==> config.mk <==
export PLATFORM = sky130hd
export DESIGN_NAME = mul_operand_feeder
export DESIGN_NICKNAME = d
export VERILOG_FILES = /design/src/rtl/mul_operand_feeder.sv
export SDC_FILE = /design/constraint.sdc
export NUM_CORES = 1
export LEC_CHECK = 0
export ABC_AREA = 1
export CORE_ASPECT_RATIO = 2
export CORE_MARGIN = 1
export CORE_UTILIZATION = 35
export CTS_CLUSTER_SIZE = 10
export DETAILED_ROUTE_END_ITERATION = 8
export DONT_BUFFER_PORTS = 1
export GPL_ROUTABILITY_DRIVEN = 0
export PLACE_DENSITY = 0.5
export SYNTH_ARGS = -nofsm -noshare
export SYNTH_HDL_FRONTEND = slang
export SYNTH_SLANG_ARGS = --single-unit
==> constraint.sdc <==
create_clock -name clk -period 7.12 [get_ports clk]
set_clock_uncertainty 0.2 [all_clocks]
set_input_delay 2.136 -clock clk [delete_from_list [all_inputs] [get_ports clk]]
set_output_delay 2.136 -clock clk [all_outputs]
set_load 0.02 [all_outputs]
==> src/rtl/mul_operand_feeder.sv <==
// rtl/mul_operand_feeder.sv - operand FIFO and issue/capture sequencer for the shift-add multiplier
// Optional macro FEEDER_STATS_EN adds the done_count/timeout_count outputs.
module mul_operand_feeder #(
  parameter int BITS    = 8,
  parameter int DEPTH   = 4,
  parameter int TIMEOUT = 64
) (
  input  logic              clk,
  input  logic              rst,
  input  logic              in_valid,
  output logic              in_ready,
  input  logic [BITS-1:0]   in_b,
  input  logic [BITS-1:0]   in_q,
  output logic [BITS-1:0]   mul_b,
  output logic [BITS-1:0]   mul_q,
  output logic              mul_start,
  input  logic [2:0]        mul_state,
  input  logic [2*BITS:0]   mul_product,
  output logic              out_valid,
  input  logic              out_ready,
  output logic [2*BITS:0]   out_product,
  output logic              err_timeout
`ifdef FEEDER_STATS_EN
  ,
  output logic [15:0]       done_count,
  output logic [7:0]        timeout_count
`endif
);
  localparam int AW = $clog2(DEPTH);
  localparam int CW = AW + 1;
  localparam int WW = $clog2(TIMEOUT + 1);
  localparam logic [2:0] MS_LOAD  = 3'b000;
  localparam logic [2:0] MS_READY = 3'b100;

  typedef enum logic [2:0] {IDLE, ISSUE, WAIT_BUSY, WAIT_DONE, HOLD} state_t;
  state_t state, state_nxt;

  logic [2*BITS-1:0] fifo_mem [DEPTH];
  logic [AW-1:0]     wr_ptr, rd_ptr;
  logic [CW-1:0]     count;
  logic [WW-1:0]     wd;
  logic              push, pop, full, waiting, capture, expire;

  // A pop frees the head slot in the same cycle, so a full FIFO can still accept.
  assign full     = count == CW'(DEPTH);
  assign pop      = (state == IDLE) && (count != '0);
  assign in_ready = !full || pop;
  assign push     = in_valid && in_ready;
  assign waiting  = (state == WAIT_BUSY) || (state == WAIT_DONE);
  assign capture  = waiting && (mul_state == MS_READY);
  assign expire   = waiting && !capture && (wd == WW'(TIMEOUT - 1));

  always_ff @(posedge clk) begin
    if (push) fifo_mem[wr_ptr] <= {in_b, in_q};
  end

  always_ff @(posedge clk or posedge rst) begin
    if (rst) begin
      wr_ptr <= '0;
      rd_ptr <= '0;
      count  <= '0;
    end else begin
      if (push) wr_ptr <= wr_ptr + AW'(1);
      if (pop)  rd_ptr <= rd_ptr + AW'(1);
      count <= count + CW'(push) - CW'(pop);
    end
  end

  always_ff @(posedge clk or posedge rst) begin
    if (rst) state <= IDLE;
    else     state <= state_nxt;
  end

  // READY seen while still in WAIT_BUSY is treated as busy and done together.
  always_comb begin
    state_nxt = state;
    case (state)
      IDLE:      if (pop) state_nxt = ISSUE;
      ISSUE:     state_nxt = WAIT_BUSY;
      WAIT_BUSY: begin
        if (capture)                    state_nxt = HOLD;
        else if (expire)                state_nxt = IDLE;
        else if (mul_state != MS_LOAD)  state_nxt = WAIT_DONE;
      end
      WAIT_DONE: begin
        if (capture)     state_nxt = HOLD;
        else if (expire) state_nxt = IDLE;
      end
      HOLD:      if (out_ready) state_nxt = IDLE;
      default:   state_nxt = IDLE;
    endcase
  end

  always_comb begin
    mul_start = (state == ISSUE);
    out_valid = (state == HOLD);
  end

  always_ff @(posedge clk or posedge rst) begin
    if (rst) begin
      mul_b       <= '0;
      mul_q       <= '0;
      out_product <= '0;
      err_timeout <= 1'b0;
      wd          <= '0;
    end else begin
      if (pop)     {mul_b, mul_q} <= fifo_mem[rd_ptr];
      if (capture) out_product <= mul_product;
      if (expire)  err_timeout <= 1'b1;
      if (state == ISSUE) wd <= '0;
      else if (waiting)   wd <= wd + WW'(1);
    end
  end

`ifdef FEEDER_STATS_EN
  always_ff @(posedge clk or posedge rst) begin
    if (rst) begin
      done_count    <= '0;
      timeout_count <= '0;
    end else begin
      if (out_valid && out_ready && done_count != '1) done_count <= done_count + 16'd1;
      if (expire && timeout_count != '1)              timeout_count <= timeout_count + 8'd1;
    end
  end
`endif

endmodule

==> results of run 1 <==
where the power goes:
| group | total (uW) | switching, uW | internal (uW) |
|---|---|---|---|
| registers | 1200 | 280 | 920 |
| clock network | 849 | 289 | 560 |
| logic | 605 | 371 | 234 |
final cells by class:
type	instances	area [um^2]	share of cell area (%)
well taps	152	190	3.50
inverters	35	139	2.56
clock inverters	12	156	2.88
repair buffers	5	37.5	0.691
multi-input cells	228	1260	23.3
flip-flops and latches	115	3200	58.9
clock buffers	20	447	8.22
per-stage QoR:
step                      setup WS (ps)  hold WS, ps  util [%]  cell area [um^2]
after global placement             3150          271      37.0              4830
final                              3340          285      41.6              5430
after detailed placement           3130          280      37.0              4830
after global routing               3210          307      41.6              5430
after CTS                          3300          288      41.6              5430
after floorplan                    3220          256         -              4680
cells in the mapped netlist (all sizes together):
master / number
mux2: 17
nand4: 3
a31oi: 16
a21oi: 4
fa: 1
nand2: 26
nor4: 1
dfrtp: 51
nand3: 6
a21boi: 1
edfxtp: 64
o21ai: 38
nor3: 6
buf: 10
clkbuf: 4
inv: 35
xnor2: 1
nor2: 98
ha: 7
xor2: 3
layout by cell type, fill, tap and decap left out, drive strengths merged:
| cell type | n |
|---|---|
| nor2 | 98 |
| edfxtp | 64 |
| dfrtp | 51 |
| o21ai | 38 |
| inv | 37 |
| nand2 | 26 |
| clkbuf | 20 |
| mux2 | 17 |
| a31oi | 16 |
| ha | 7 |
| nor3 | 6 |
| nand3 | 6 |
| buf | 5 |
| clkinv | 5 |
| a21oi | 4 |
| xor2 | 3 |
| nand4 | 3 |
| bufinv | 3 |
| clkinvlp | 2 |
| a21boi | 1 |
| nor4 | 1 |
| xnor2 | 1 |
| fa | 1 |
metal layers:
metal  up-vias  global-route usage [%]  routed length, um
li1       1350                       -                  -
met1      1358                    14.1               3250
met2        80                    26.7               5350
met3        10                    4.98                571
met4         0                    5.85                 77
met5         -                       0                  0
worst paths after layout:
path / startpoint / end / slack (ps) / depth (start not counted)
max: state[1]$_DFFE_PP0P_ / out_valid / 3340 / 3
min: wd[5]$_DFFE_PP0P_ / wd[5]$_DFFE_PP0P_ / 280 / 1
max reg2reg: state[1]$_DFFE_PP0P_ / count[2]$_DFF_PP0_ / 4390 / 12
min reg2reg: wd[5]$_DFFE_PP0P_ / wd[5]$_DFFE_PP0P_ / 280 / 1
max in group asynchronous: rst / out_product[2]$_DFFE_PP0N_ / 4560 / 2
min in group asynchronous: rst / count[2]$_DFF_PP0_ / 1360 / 1
kinds of logic (layout without fill, tap and decap cells):
kind of cell / Yosys count / in the layout / share of synthesized area [%]
and+or+nand+nor: 140 / 140 / 12.3
adders and majority gates: 8 / 8 / 2.30
DFF: 115 / 115 / 68.3
muxes: 17 / 17 / 4.73
xor gates and xnor gates: 4 / 4 / 0.748
AOI/OAI and AO/OA: 59 / 59 / 6.86
buffers and inverters: 49 / 72 / 4.75
registers in the layout, summed over array words and instances, names as in the netlist, 3 cells and up:
name,flops
count,3
out_product,17
wd,7
mul_q,8
fifo_mem,64
state,3
mul_b,8
==> run summary, run 1 <==
====================================================================================================
Largest net degree at the start of global routing                                                 40
Number of distinct library cell variants in the gate-level netlist after synthesis                30
Ratio of cells with drive above 1 in the final layout                                          14.9%
Cell with the biggest individual delay on the critical path                                  dfrtp_1
Endpoint type of the worst setup path                                                   primary output
CTS H-tree lvls                                                                                    4
Clock-pin slew reported for the worst setup and hold paths after clock tree synthesis          50 ps
Delay of the slowest critical-path stage                                                      430 ps
Largest driver fanout on the critical path                                                         4
Cell type with the largest total area after synthesis                                       edfxtp_1
Via density per instance                                                                        4.93
Power density of the placed cells                                                        489 nW/um^2
Unrepaired setup endpoints after global routing                                                false
Routed via count                                                                                2798
Number of primary I/O pins                                                                        77
Measured slew at the worst slew-check pin                                                    1180 ps
Critical Path, Cell by Cell                                                             nor2_2 > inv_1 > nor2_1
Clock root buffer master                                                                   clkbuf_16
Routed len/inst                                                                              16.3 um
Maximum Capacitance Violations                                                                     0
Drt pass-1 iters                                                                                   6
GR Util All Layers                                                                             14.3%
Crit path DAT                                                                                1450 ps
TritonCTS clock tree                                                                             yes
Yosys warning total                                                                                0
Portion of the clock cycle consumed by the worst path in the final layout                      53.1%
Number of cells produced by synthesis                                                            392
Headroom to the max-slew limit                                                                 21.3%
Combined area of all synthesized cells                                                     4680 um^2
Maximum clock frequency                                                                      264 MHz
# port buffers                                                                                     0
Cts bufs inserted                                                                                 17
Net count of the finished layout                                                                 450
Ranking of synthesized cells by area                                                    edfxtp_1, dfrtp_1, nor2_1
Startpoint type of the worst setup path                                                         flop
Initial cell density of the core                                                               35.9%
Area of the placeable core                                                                13100 um^2
Cell total after placement                                                                       535
Worst vdd rail ir drop                                                                      0.167 mV
Max Slew Vio Count                                                                                 0
Total number of placement rows                                                                    59
CTS Sinks                                                                                        115
Number of cells upsized or downsized after cts                                                     0
Postcts setup bufs                                                                                 0
Register area share after synthesis                                                            68.3%
Number of buffers on the longest clock path                                                        2
Wirelength, routed                                                                           9.25 mm
Total DRC errors in the routed layout                                                             18
Die boundary width                                                                           83.8 um
Min cycle time layout                                                                        3780 ps
Critical path start-end classification                                                  flop to primary output
Final std cells w/o fill                                                                         567
Run status                                                                              finished, violations left
Global-route wire length before repair                                                       15.0 mm
Critical path data required time                                                             4780 ps
Share of the synthesized area in the top cell type                                             41.0%
Violations in the final reports                                                                  DRC
Initial antenna violation count                                                                    0
Final count of negative-setup-slack endpoints                                                      0
Dominant delay contributor by cell family on the critical path                          simple AND/OR/NAND/NOR gates
Post-CTS Hold Fix Bufs                                                                             0
Fillcell total                                                                                  1216
Avg Inst Size Synth                                                                        12.0 um^2
Die Y                                                                                         166 um
Number of hold-slack violations in the final timing report                                         0
Starting DRT DRC Count                                                                           123
Antenna Diode Count                                                                                0
P_leak                                                                                    0.00217 uW
Post-Synthesis Net Count                                                                         440
Die area                                                                                  13900 um^2
Overall power of the completed layout                                                        2650 uW
Number of buffers and inverters on the critical path                                               1
Post-route setup TNS                                                                            0 ps
Type of the worst min-delay path                                                        flop to flop
Aggregate global routing overflow                                                                  0
Number of synthesized register bits                                                              115
Relative area change from synthesis to final layout                                            15.9%
Skew-Pair Late Insertion Delay                                                                400 ps
DP HPWL                                                                                      6.09 mm
Number of global-route vias before repair                                                       2902
Remaining number of nets flagged by the antenna check after routing                                0
====================================================================================================
No activity file was read; power rests on OpenSTA's default activity.
==> run 2, diff against run 1 <==
--- a/config.mk
+++ b/config.mk
@@ -13,7 +13,7 @@
 export DETAILED_ROUTE_END_ITERATION = 8
 export DONT_BUFFER_PORTS = 1
 export GPL_ROUTABILITY_DRIVEN = 0
-export PLACE_DENSITY = 0.5
+export PLACE_DENSITY = 0.52
 export SYNTH_ARGS = -nofsm -noshare
 export SYNTH_HDL_FRONTEND = slang
 export SYNTH_SLANG_ARGS = --single-unit
==> constraint.sdc (replaced) <==
create_clock -name clk -period 3.1 [get_ports clk]
set_clock_uncertainty 0.2 [all_clocks]
set_input_delay 0.93 -clock clk [delete_from_list [all_inputs] [get_ports clk]]
set_output_delay 0.93 -clock clk [all_outputs]
set_load 0.02 [all_outputs]
==> run 2 against run 1 <==
  * The flow still finishes with violations (DRC)
  * Non-clock buffer count increased by 4
  * Register-to-register slack lost 3900 ps
  * Via count rose by 1.6%
  * Critical endpoint is now count[2]$_DFF_PP0_
  * Largest cell class unchanged
  * Clock power is 120% higher
  * Sequential share of layout area decreased by 0.095 points
  * Cell count rose by 0.71%
  * Critical path type is now flop to flop
==> run summary, run 2 (synthesized netlist as in run 1, its figures left out) <==
====================================================================================================
Run status                                                                              finished, violations left   unchanged
Violations in the final reports                                                                  DRC   unchanged
Total DRC errors in the routed layout                                                             18   unchanged
Largest net degree at the start of global routing                                                 35   was 40
Initial cell density of the core                                                               35.9%   unchanged
TritonCTS clock tree                                                                             yes   unchanged
Net count of the finished layout                                                                 454   was 450
Skew-Pair Late Insertion Delay                                                                400 ps   about the same
Cell-internal power                                                                          3820 uW   was 1710 uW
Via density per instance                                                                        4.98   was 4.93
Tightest hold margin                                                                          240 ps   was 285 ps
Power density of the placed cells                                                       1120 nW/um^2   was 489 nW/um^2
Ratio of cells with drive above 1 in the final layout                                          16.7%   was 14.9%
Die Y                                                                                         166 um   unchanged
Maximum clock frequency                                                                      381 MHz
Part of the power in registers                                                                 43.5%   was 45.2%
Area of the placeable core                                                                13100 um^2   unchanged
Measured slew at the worst slew-check pin                                                     630 ps   was 1180 ps
Largest driver fanout on the critical path                                                         5   was 4
Maximum Capacitance Violations                                                                     0   unchanged
GR Util All Layers                                                                             15.1%   was 14.3%
Footprint of the multi-input gates                                                         1260 um^2   unchanged
Cell total after placement                                                                       539   was 535
P_leak                                                                                    0.00218 uW   was 0.00217 uW
Critical Path, Cell by Cell                                                             nor2_2 > nand2_2 > a21boi_2 > inv_1 > ha_1 > inv_1 > ha_1 > inv_1 > fa_1 > xnor2_1 > xor2_1   was nor2_2 > inv_1 > nor2_1
Routed len/inst                                                                              16.6 um   was 16.3 um
Die area                                                                                  13900 um^2   unchanged
Initial antenna violation count                                                                    0   unchanged
Area taken by flip-flops and latches                                                       3200 um^2   unchanged
Switching portion of total power                                                               37.1%   was 35.4%
Area of placed instances                                                                   4860 um^2   was 4830 um^2
Largest Register                                                                            fifo_mem   unchanged
Unrepaired setup endpoints after global routing                                                false   unchanged
DP HPWL                                                                                      6.24 mm   was 6.09 mm
Relative area change from synthesis to final layout                                            16.1%   was 15.9%
Sw power                                                                                     2250 uW   was 940 uW
Startpoint type of the worst setup path                                                         flop   unchanged
Die boundary width                                                                           83.8 um   unchanged
Critical path data required time                                                             3230 ps   was 4780 ps
Aggregate global routing overflow                                                                  0   unchanged
Number of primary I/O pins                                                                        77   unchanged
Max Slew Vio Count                                                                                 0   unchanged
Antenna Diode Count                                                                                0   unchanged
Top cell by count, worst path                                                                  inv_1
Number of buffers on the longest clock path                                                        2   unchanged
Combinational power share                                                                      25.5%   was 22.8%
Number of global-route vias before repair                                                       3144   was 2902
Postcts setup bufs                                                                                 0   unchanged
# port buffers                                                                                     0   unchanged
Headroom to the max-slew limit                                                                 57.9%   was 21.3%
Cell with the biggest individual delay on the critical path                                  dfrtp_1   unchanged
Clock root buffer master                                                                   clkbuf_16   unchanged
Critical path start-end classification                                                  flop to flop   was flop to primary output
Delay of the slowest critical-path stage                                                      430 ps   about the same
Part of the total power dissipated in the clock network                                        31.1%   was 32.0%
Drt pass-1 iters                                                                                   6   unchanged
Crit path DAT                                                                                2760 ps   was 1450 ps
Commonest cells after routing, fill and taps aside                                      nor2_1, edfxtp_1, dfrtp_1, o21ai_0, inv_1   unchanged
Type of the worst min-delay path                                                        input pin to asynchronous set/reset pin   was flop to flop
Final count of negative-setup-slack endpoints                                                      0   unchanged
Global-route wire length before repair                                                       15.6 mm   was 15.0 mm
Routed via count                                                                                2842   was 2798
Number of cells upsized or downsized after cts                                                     0   unchanged
Portion of the clock cycle consumed by the worst path in the final layout                      84.7%
Most common cell after layout, fill and taps aside                                            nor2_1   unchanged
Remaining number of nets flagged by the antenna check after routing                                0   unchanged
Starting DRT DRC Count                                                                           150   was 123
Total number of placement rows                                                                    59   unchanged
Min cycle time layout                                                                        2630 ps
Wirelength, routed                                                                           9.49 mm   was 9.25 mm
Registers with the most flip-flops                                                      fifo_mem: 64 flops, out_product: 17 flops   unchanged
Post-CTS Hold Fix Bufs                                                                             0   unchanged
Flip-flop count of the largest register, all copies and words added                               64   unchanged
Endpoint type of the worst setup path                                                           flop   was primary output
Area of all placed cells without fillers                                                   5440 um^2   was 5430 um^2
Worst vdd rail ir drop                                                                      0.534 mV   was 0.167 mV
Post-route setup TNS                                                                            0 ps   unchanged
Cts bufs inserted                                                                                 17   unchanged
CTS Sinks                                                                                        115   unchanged
Fillcell total                                                                                  1213   was 1216
Final std cells w/o fill                                                                         571   was 567
CTS H-tree lvls                                                                                    4   unchanged
Number of hold-slack violations in the final timing report                                         0   unchanged
Clock-pin slew reported for the worst setup and hold paths after clock tree synthesis          60 ps   was 50 ps
====================================================================================================
## run 2: routing by layer
metal	global-route usage (%)	wire length [um]	share of wire, %
met5	0	0	0
met4	7.65	251	2.6
met3	5.53	538	5.7
met2	28.9	5330	56
met1	13.5	3380	36
## run 2: path summary, 6_finish.rpt
kind	to	slack (ps)	depth (start not counted)	startpoint
hold reg to reg	wd[5]$_DFFE_PP0P_	300	1	wd[5]$_DFFE_PP0P_
max in group asynchronous	mul_q[1]$_DFFE_PP0N_	2090	2	rst
min in group clk	wd[5]$_DFFE_PP0P_	300	1	wd[5]$_DFFE_PP0P_
setup reg to reg	count[2]$_DFF_PP0_	470	11	state[1]$_DFFE_PP0P_
hold / removal	out_product[10]$_DFFE_PP0N_	240	2	rst
setup / recovery	count[2]$_DFF_PP0_	470	11	state[1]$_DFFE_PP0P_
## run 2: power groups by stage
stage                     logic, uW  clock network [uW]  registers, uW
after global routing           1780                2010           2700
after CTS                      1590                1940           2650
after global placement         1540                   0           2660
after floorplan                1240                   0           2590
after detailed placement       1580                   0           2680
final                          1550                1890           2640
## run 2: layout make-up
cell class / instances / share of cell area [%]
Sequential cell: 115 / 58.8
Tap cell: 152 / 3.50
Clock buffer: 18 / 8.07
Timing Repair Buffer: 9 / 1.24
Clock inverter: 14 / 2.62
Multi-Input combinational cell: 228 / 23.2
Inverter: 35 / 2.55
## run 2: per-stage QoR
stage	total power, uW	utilization, %	setup WS [ps]
floorplan	3830	-	406
global placement	4200	37.2	342
detailed placement	4260	37.2	286
CTS	6180	41.6	440
global route	6480	41.6	253
finish	6070	41.6	473
## run 2: critical path, delay by kind of cell (launching register included)
family | cells | cell delay [ps]
compound gates | 1 | 230
flops | 1 | 430
simple gates | 2 | 330
xor+xnor | 2 | 330
fa+ha+maj | 3 | 810
buf+inv | 3 | 230
